$ cat config.mk
export PLATFORM = sky130hd
export DESIGN_NAME = icache_direct_mapped
export DESIGN_NICKNAME = d
export VERILOG_FILES = /design/src/rtl/icache_direct_mapped.sv
export SDC_FILE = /design/constraint.sdc
export NUM_CORES = 2
export LEC_CHECK = 0
export ABC_AREA = 0
export CORE_UTILIZATION = 25
export DETAILED_ROUTE_END_ITERATION = 10
export HOLD_SLACK_MARGIN = 0.06
export PLACE_DENSITY = 0.45
export SYNTH_ARGS = -nofsm -noshare
export SYNTH_HDL_FRONTEND = slang
export SYNTH_SLANG_ARGS = --single-unit
$ cat constraint.sdc
create_clock -name clk -period 6.1 [get_ports clk]
set_input_delay 0.61 -clock clk [delete_from_list [all_inputs] [get_ports clk]]
set_output_delay 0.61 -clock clk [all_outputs]
set_load 0.005 [all_outputs]
$ cat src/rtl/icache_direct_mapped.sv
// Direct-mapped, one-word-per-line instruction cache between the fetcher and
// the memory controller fetch port. Hits answer next cycle; misses go to memory.
module icache_direct_mapped #(
  parameter int INDEX_BITS = 6,
  parameter int ADDR_WIDTH = 32
) (
  input  logic                  clk,
  input  logic                  rst,
  input  logic                  rob_rollback_in,
  input  logic                  fet_request_in,
  input  logic [ADDR_WIDTH-1:0] fet_address_in,
  output logic                  fet_busy_out,
  output logic                  fet_ready_out,
  output logic [31:0]           fet_instruction_out,
  output logic                  mc_request_out,
  output logic [ADDR_WIDTH-1:0] mc_address_out,
  input  logic                  mc_ready_in,
  input  logic [31:0]           mc_instruction_in
);

  // state | meaning
  // IDLE  | accepting fetch requests; hits served from the line array
  // WAIT  | miss issued; waiting for the memory controller ready pulse
  typedef enum logic {IDLE, WAIT} state_t;

  localparam int LINES     = 1 << INDEX_BITS;
  localparam int TAG_WIDTH = ADDR_WIDTH - INDEX_BITS - 2;

  state_t state;

  logic [LINES-1:0]     valid_mem;
  logic [TAG_WIDTH-1:0] tag_mem  [LINES];
  logic [31:0]          data_mem [LINES];

  logic [INDEX_BITS-1:0] req_index;
  logic [TAG_WIDTH-1:0]  req_tag;
  logic [INDEX_BITS-1:0] miss_index;
  logic [TAG_WIDTH-1:0]  miss_tag;
  logic                  hit;
  logic                  fill;

  assign req_index  = fet_address_in[INDEX_BITS+1:2];
  assign req_tag    = fet_address_in[ADDR_WIDTH-1:INDEX_BITS+2];
  // mc_address_out doubles as the latched miss address; it holds until the next miss
  assign miss_index = mc_address_out[INDEX_BITS+1:2];
  assign miss_tag   = mc_address_out[ADDR_WIDTH-1:INDEX_BITS+2];
  assign hit        = valid_mem[req_index] && (tag_mem[req_index] == req_tag);
  assign fill       = (state == WAIT) && mc_ready_in && !rob_rollback_in;

  assign fet_busy_out = (state != IDLE);

  always_ff @(posedge clk) begin
    if (rst) begin
      state               <= IDLE;
      valid_mem           <= '0;
      fet_ready_out       <= 1'b0;
      fet_instruction_out <= '0;
      mc_request_out      <= 1'b0;
      mc_address_out      <= '0;
    end else begin
      fet_ready_out  <= 1'b0;
      mc_request_out <= 1'b0;
      if (rob_rollback_in) begin
        state <= IDLE;
      end else begin
        case (state)
          IDLE: begin
            if (fet_request_in) begin
              if (hit) begin
                fet_ready_out       <= 1'b1;
                fet_instruction_out <= data_mem[req_index];
              end else begin
                mc_request_out <= 1'b1;
                mc_address_out <= fet_address_in;
                state          <= WAIT;
              end
            end
          end
          WAIT: begin
            if (mc_ready_in) begin
              valid_mem[miss_index] <= 1'b1;
              fet_ready_out         <= 1'b1;
              fet_instruction_out   <= mc_instruction_in;
              state                 <= IDLE;
            end
          end
          default: state <= IDLE;
        endcase
      end
    end
  end

  // Tag and data arrays carry no reset; the valid bits gate their use.
  always_ff @(posedge clk) begin
    if (!rst && fill) begin
      tag_mem[miss_index]  <= miss_tag;
      data_mem[miss_index] <= mc_instruction_in;
    end
  end

endmodule

* Word-level counts from Yosys, hierarchy flattened *
Memories as Yosys holds them, arrays and structs flattened.
Index checks and enable logic that the tools add are counted.

word-level totals
  logic and storage cells = 49
  bits in writable memories = 3584
  input port bits = 69
  memories = 2
  register bits = 131

cells by class
  reductions and logical operators = 12
  equality and inequality tests = 4
  bitwise gates (word level) = 4
  order comparisons = 3
  muxes and demuxes = 18

memories
  memory    words  bits a word  rd ports  clocked after Yosys merged registers in  write ports  line  text
  data_mem  64     32           1         0                                        1            33    logic [31:0] data_mem [LINES];
  tag_mem   64     24           1         0                                        1            32    logic [TAG_WIDTH-1:0] tag_mem [LINES];

operators with widths
  cell                count
  $mux 32             3
  $or 64x64->64       1
  $pmux 32 s2         1
  $eq 24x24->1        1
  $lt 6x7->1 const B  2
  $mux 1              10
  $reduce_and 4->1    2
  $bmux 1 s6          1
  $demux 1 s6         1
  $ge 6x1->1 const B  1
  $ne 2x2->1 const B  3
  $logic_and 1x1->1   5
  $pmux 1 s2          2
  $not 1->1           3
  $reduce_and 3->1    1
  $reduce_or 3->1     1
  $logic_not 1->1     2
  $reduce_or 2->1     1

* Logic depth before layout (Yosys ltp) *
  depth in word-level cells = 6
  depth in mapped cells = 19

* Least setup slack after synthesis *
Ideal clock, no wire load.

  path kind = in2reg
  start point = in rst
  end point = mem data_mem[30][0] (enable)
  cell stages on the path = 4
  path slack = 1635 ps
  buffers on the path = 1
  data arrival time = 3994 ps
  required time = 5628 ps
  path through = clkbuf_1 > nor4_1 > nand3_1 > nor2_1

between the ends
  longest elaborated chain between the ends = 4

ends and longest elaborated chain
  item                          line  text
  start, declared               8     input logic rst,
  $logic_not 1->1               95    if (!rst && fill) begin
  $logic_and 1x1->1             95
  $mux 1                        95
  $mux 1 (not written as such)  97    data_mem[miss_index] <= mc_instruction_in;
  end, declared                 33

No other way between the ends.

* Final worst setup path *
  start point = reg state, in the netlist fet_busy_out
  end point = mem data_mem[7][28] (enable)

between the ends
  longest elaborated chain between the ends = 5

ends and longest elaborated chain
  item                            line  text
  start, declared                 29    state_t state;
  start signal, assigned          54    state <= IDLE;
  start signal, assigned          64    state <= IDLE;
  start signal, assigned          75    state <= WAIT;
  $logic_and 1x1->1 (2 in a row)  48    assign fill = (state == WAIT) && mc_ready_in && !rob_rollback_in;
  $logic_and 1x1->1               95
  $mux 1                          95
  $mux 1 (not written as such)    97

No other way between the ends.

==> impl_metrics.toml <==
[pwr]
p_sw_mw = 11.8
leakage_nw = 51.2
powerDensity_nw_per_um2 = 322
seqPwrFrac = 0.516
vdd_drop_max_v = 0.000242
p_int_mw = 42.4
switching_share = 0.218
power_frac_comb = 0.045
clockPowerShare = 0.438

[cells_and_area]
nFillCells = 54659
layout-drive-gt1-share = 0.287
multi_input_area_um2 = 30900
final_nets = 6811
mostFrequentLayoutCells = "edfxtp_1, mux4_2, clkbuf_16"
seqCellArea_um2 = 110000
mostFrequentLayoutCell = "edfxtp_1"
fin_cells = 14582
area_growth_pct = 18.2

[floorplan]
std_cell_rows = 276
fp.dieW_um = 757
io_pins = 136
die_height_um = 757
core_area_um2 = 566000
start_util = 0.252
dieArea_um2 = 573000

[setup_path]
crit_path_start_kind = "flip-flop"
cp-end-kind = "flip-flop"
cp_slowest_cell = "nor2_4"
crit_arrival_ps = 5830
slowest_delay_ps = 1450
crit_chain = "nand2b_1 > nor4b_1 > nand3_1 > nor2_4 > buf_12"
worstSetupPathType = "flip-flop to flip-flop"
critPathMaxFanout = 29
crit_required_ps = 6720

[run]
cap_viol_max_count = 0

[synthesis]
yosysUniqueCellTypes = 81
synth_nets = 6286
synth_edf_count = 3584
synth_flop_cell = "edfxtp_1"
ys_ff_latch = 3715
syn_area_per_cell_um2 = 22.9
ys_top_cells_by_area = "edfxtp_1, mux4_2, mux2i_1"
syn-cell-area_um2 = 143000
netlist_instances = 6217
synth_area_leader_cell = "edfxtp_1"
seq_area_frac_synth = 0.774
ys_async_sr_fraction = 0
yosysTopAreaCellShare = 0.755
yosysWarnings = 0

[clock_tree]
cts.sinks = 3715
clk_path_buf_depth = 4
ctsResizeCount = 0
cts-root-buf = "clkbuf_16"
clk_latency_ps = 1020
hold_buffers = 0
cts_tree = "yes"
cts_made_buffers = 397
cts.htree.levels = 5
cts_setup_buffers = 0
clk_pin_slew_ps = 60

[global_routing]
grt_max_degree = 146
antenna_found_initial = 49
grt.overflow.total = 0
grtUsageTotal = 0.165
grt_pass1_vias = 71895
grt_pass1_wl_um = 648000

[timing]
period_minus_slack_ps = 5210
hold_viol_final = 0
slew_headroom = 0.0276
finClkSkew_ps = 112
setup_viol = 0
final-max-slew-violation-count = 0
tightest_slew_ps = 1460
fin_tns_setup_ps = 0
max_freq_ghz = 0.192
rsz0062_at_grt = "no"
finalWorstSetupSlack_ps = 893
fin_crit_sh = 0.854

[min_path]
hold_path_class = "primary input to flip-flop"

[status]
status = "complete, no violations"

[routing]
met3_length_um = 33800
drt_iter0_markers = 9130
wl_per_cell_um = 33.1
via_count = 71488
dr.pass1.iters = 5
routed_wirelength_um = 483000
viasPerCell = 4.90
drc = 0
top_layer = "met5"
final_antenna_net_count = 0
wl_met2_um = 226000
wl_met1_um = 211000

[placement]
dp.cells = 13849
portBuffers = 135
pre_cts_slack_ps = 596
place.gp.congestion = 0.776
hpwlAfterDp_um = 266000
==> registers in the layout, indices dropped and copies added (netlist names) <==
signal,cells
data_mem,2048
fet_busy_out,1
fet_instruction_out,32
fet_ready_out,1
mc_address_out,32
mc_request_out,1
tag_mem,1536
valid_mem,64
==> final timing paths <==
| path | startpoint | to | slack (ps) | cells after the start |
|---|---|---|---|---|
| max reg2reg | fet_busy_out | data_mem[7][28] | 890 | 5 |
| min reg2reg | valid_mem[16] | valid_mem[16] | 450 | 1 |
| max | fet_busy_out | data_mem[7][28] | 890 | 5 |
| min | fet_address_in[0] | mc_address_out[0] | 210 | 3 |
==> power groups by stage <==
stage	clock network, mW	logic, mW	registers, mW
final	23.8	2.45	28.0
after CTS	24.3	2.49	28.0
after floorplan	0	1.36	28.6
after global routing	25.1	2.59	28.0
after global placement	0	2.45	28.6
after detailed placement	0	2.48	28.6
==> cells in the mapped netlist, types with 12 or more instances <==
library cell  number
o22ai_1           26
nand4_1           15
nand2_1          181
nor2_1            98
buf_2            109
a22oi_1           82
buf_4             23
edfxtp_1        3584
nand3_1           44
nor2b_1           22
a21o_1            66
clkbuf_1         157
buf_1             31
o211ai_1          47
nand2b_1          45
and2_1            12
buf_6             19
o21ai_0           20
mux2i_1          268
a21oi_1           29
dfxtp_1          131
mux4_2           984
==> critical path, delay by kind of cell (launching register included) <==
kind / cells / cell delay (ps)
buf+inv: 1 / 420
simple gates: 4 / 3650
flops: 1 / 660
==> stage by stage <==
stage	area, um^2	utilization	hold slack [ps]	power, mW
6_report	168000	0.297	206	54.3
3_5_place_dp	156000	0.275	433	31.0
2_1_floorplan	143000	-	418	29.9
3_3_place_gp	156000	0.275	424	31.0
4_1_cts	168000	0.297	127	54.8
5_1_grt	168000	0.297	184	55.7
==> kinds of logic after synthesis <==
kind of cell | synth area share
AOI/OAI and AO/OA | 0.0194
xor gates and xnor gates | 0.000860
buffers and inverters | 0.0128
DFF | 0.774
muxes | 0.177
and+or+nand+nor | 0.0167
==> final cells by class <==
cell class                 count  share of cell area
multi-input combinational   2145               0.184
sequential                  3715               0.655
tap                         7506              0.0558
clock buffer                 504              0.0626
clock inverter               223              0.0128
antenna                        6           0.0000892
inverter                      10            0.000342
timing repair buffer         473              0.0297
==> routing by layer <==
metal,vias up,track usage
met5,-,0
met4,28,0.0396
met3,668,0.0277
met2,2961,0.264
met1,40177,0.233
li1,27654,-
Power figures use the tool's default switching activity.
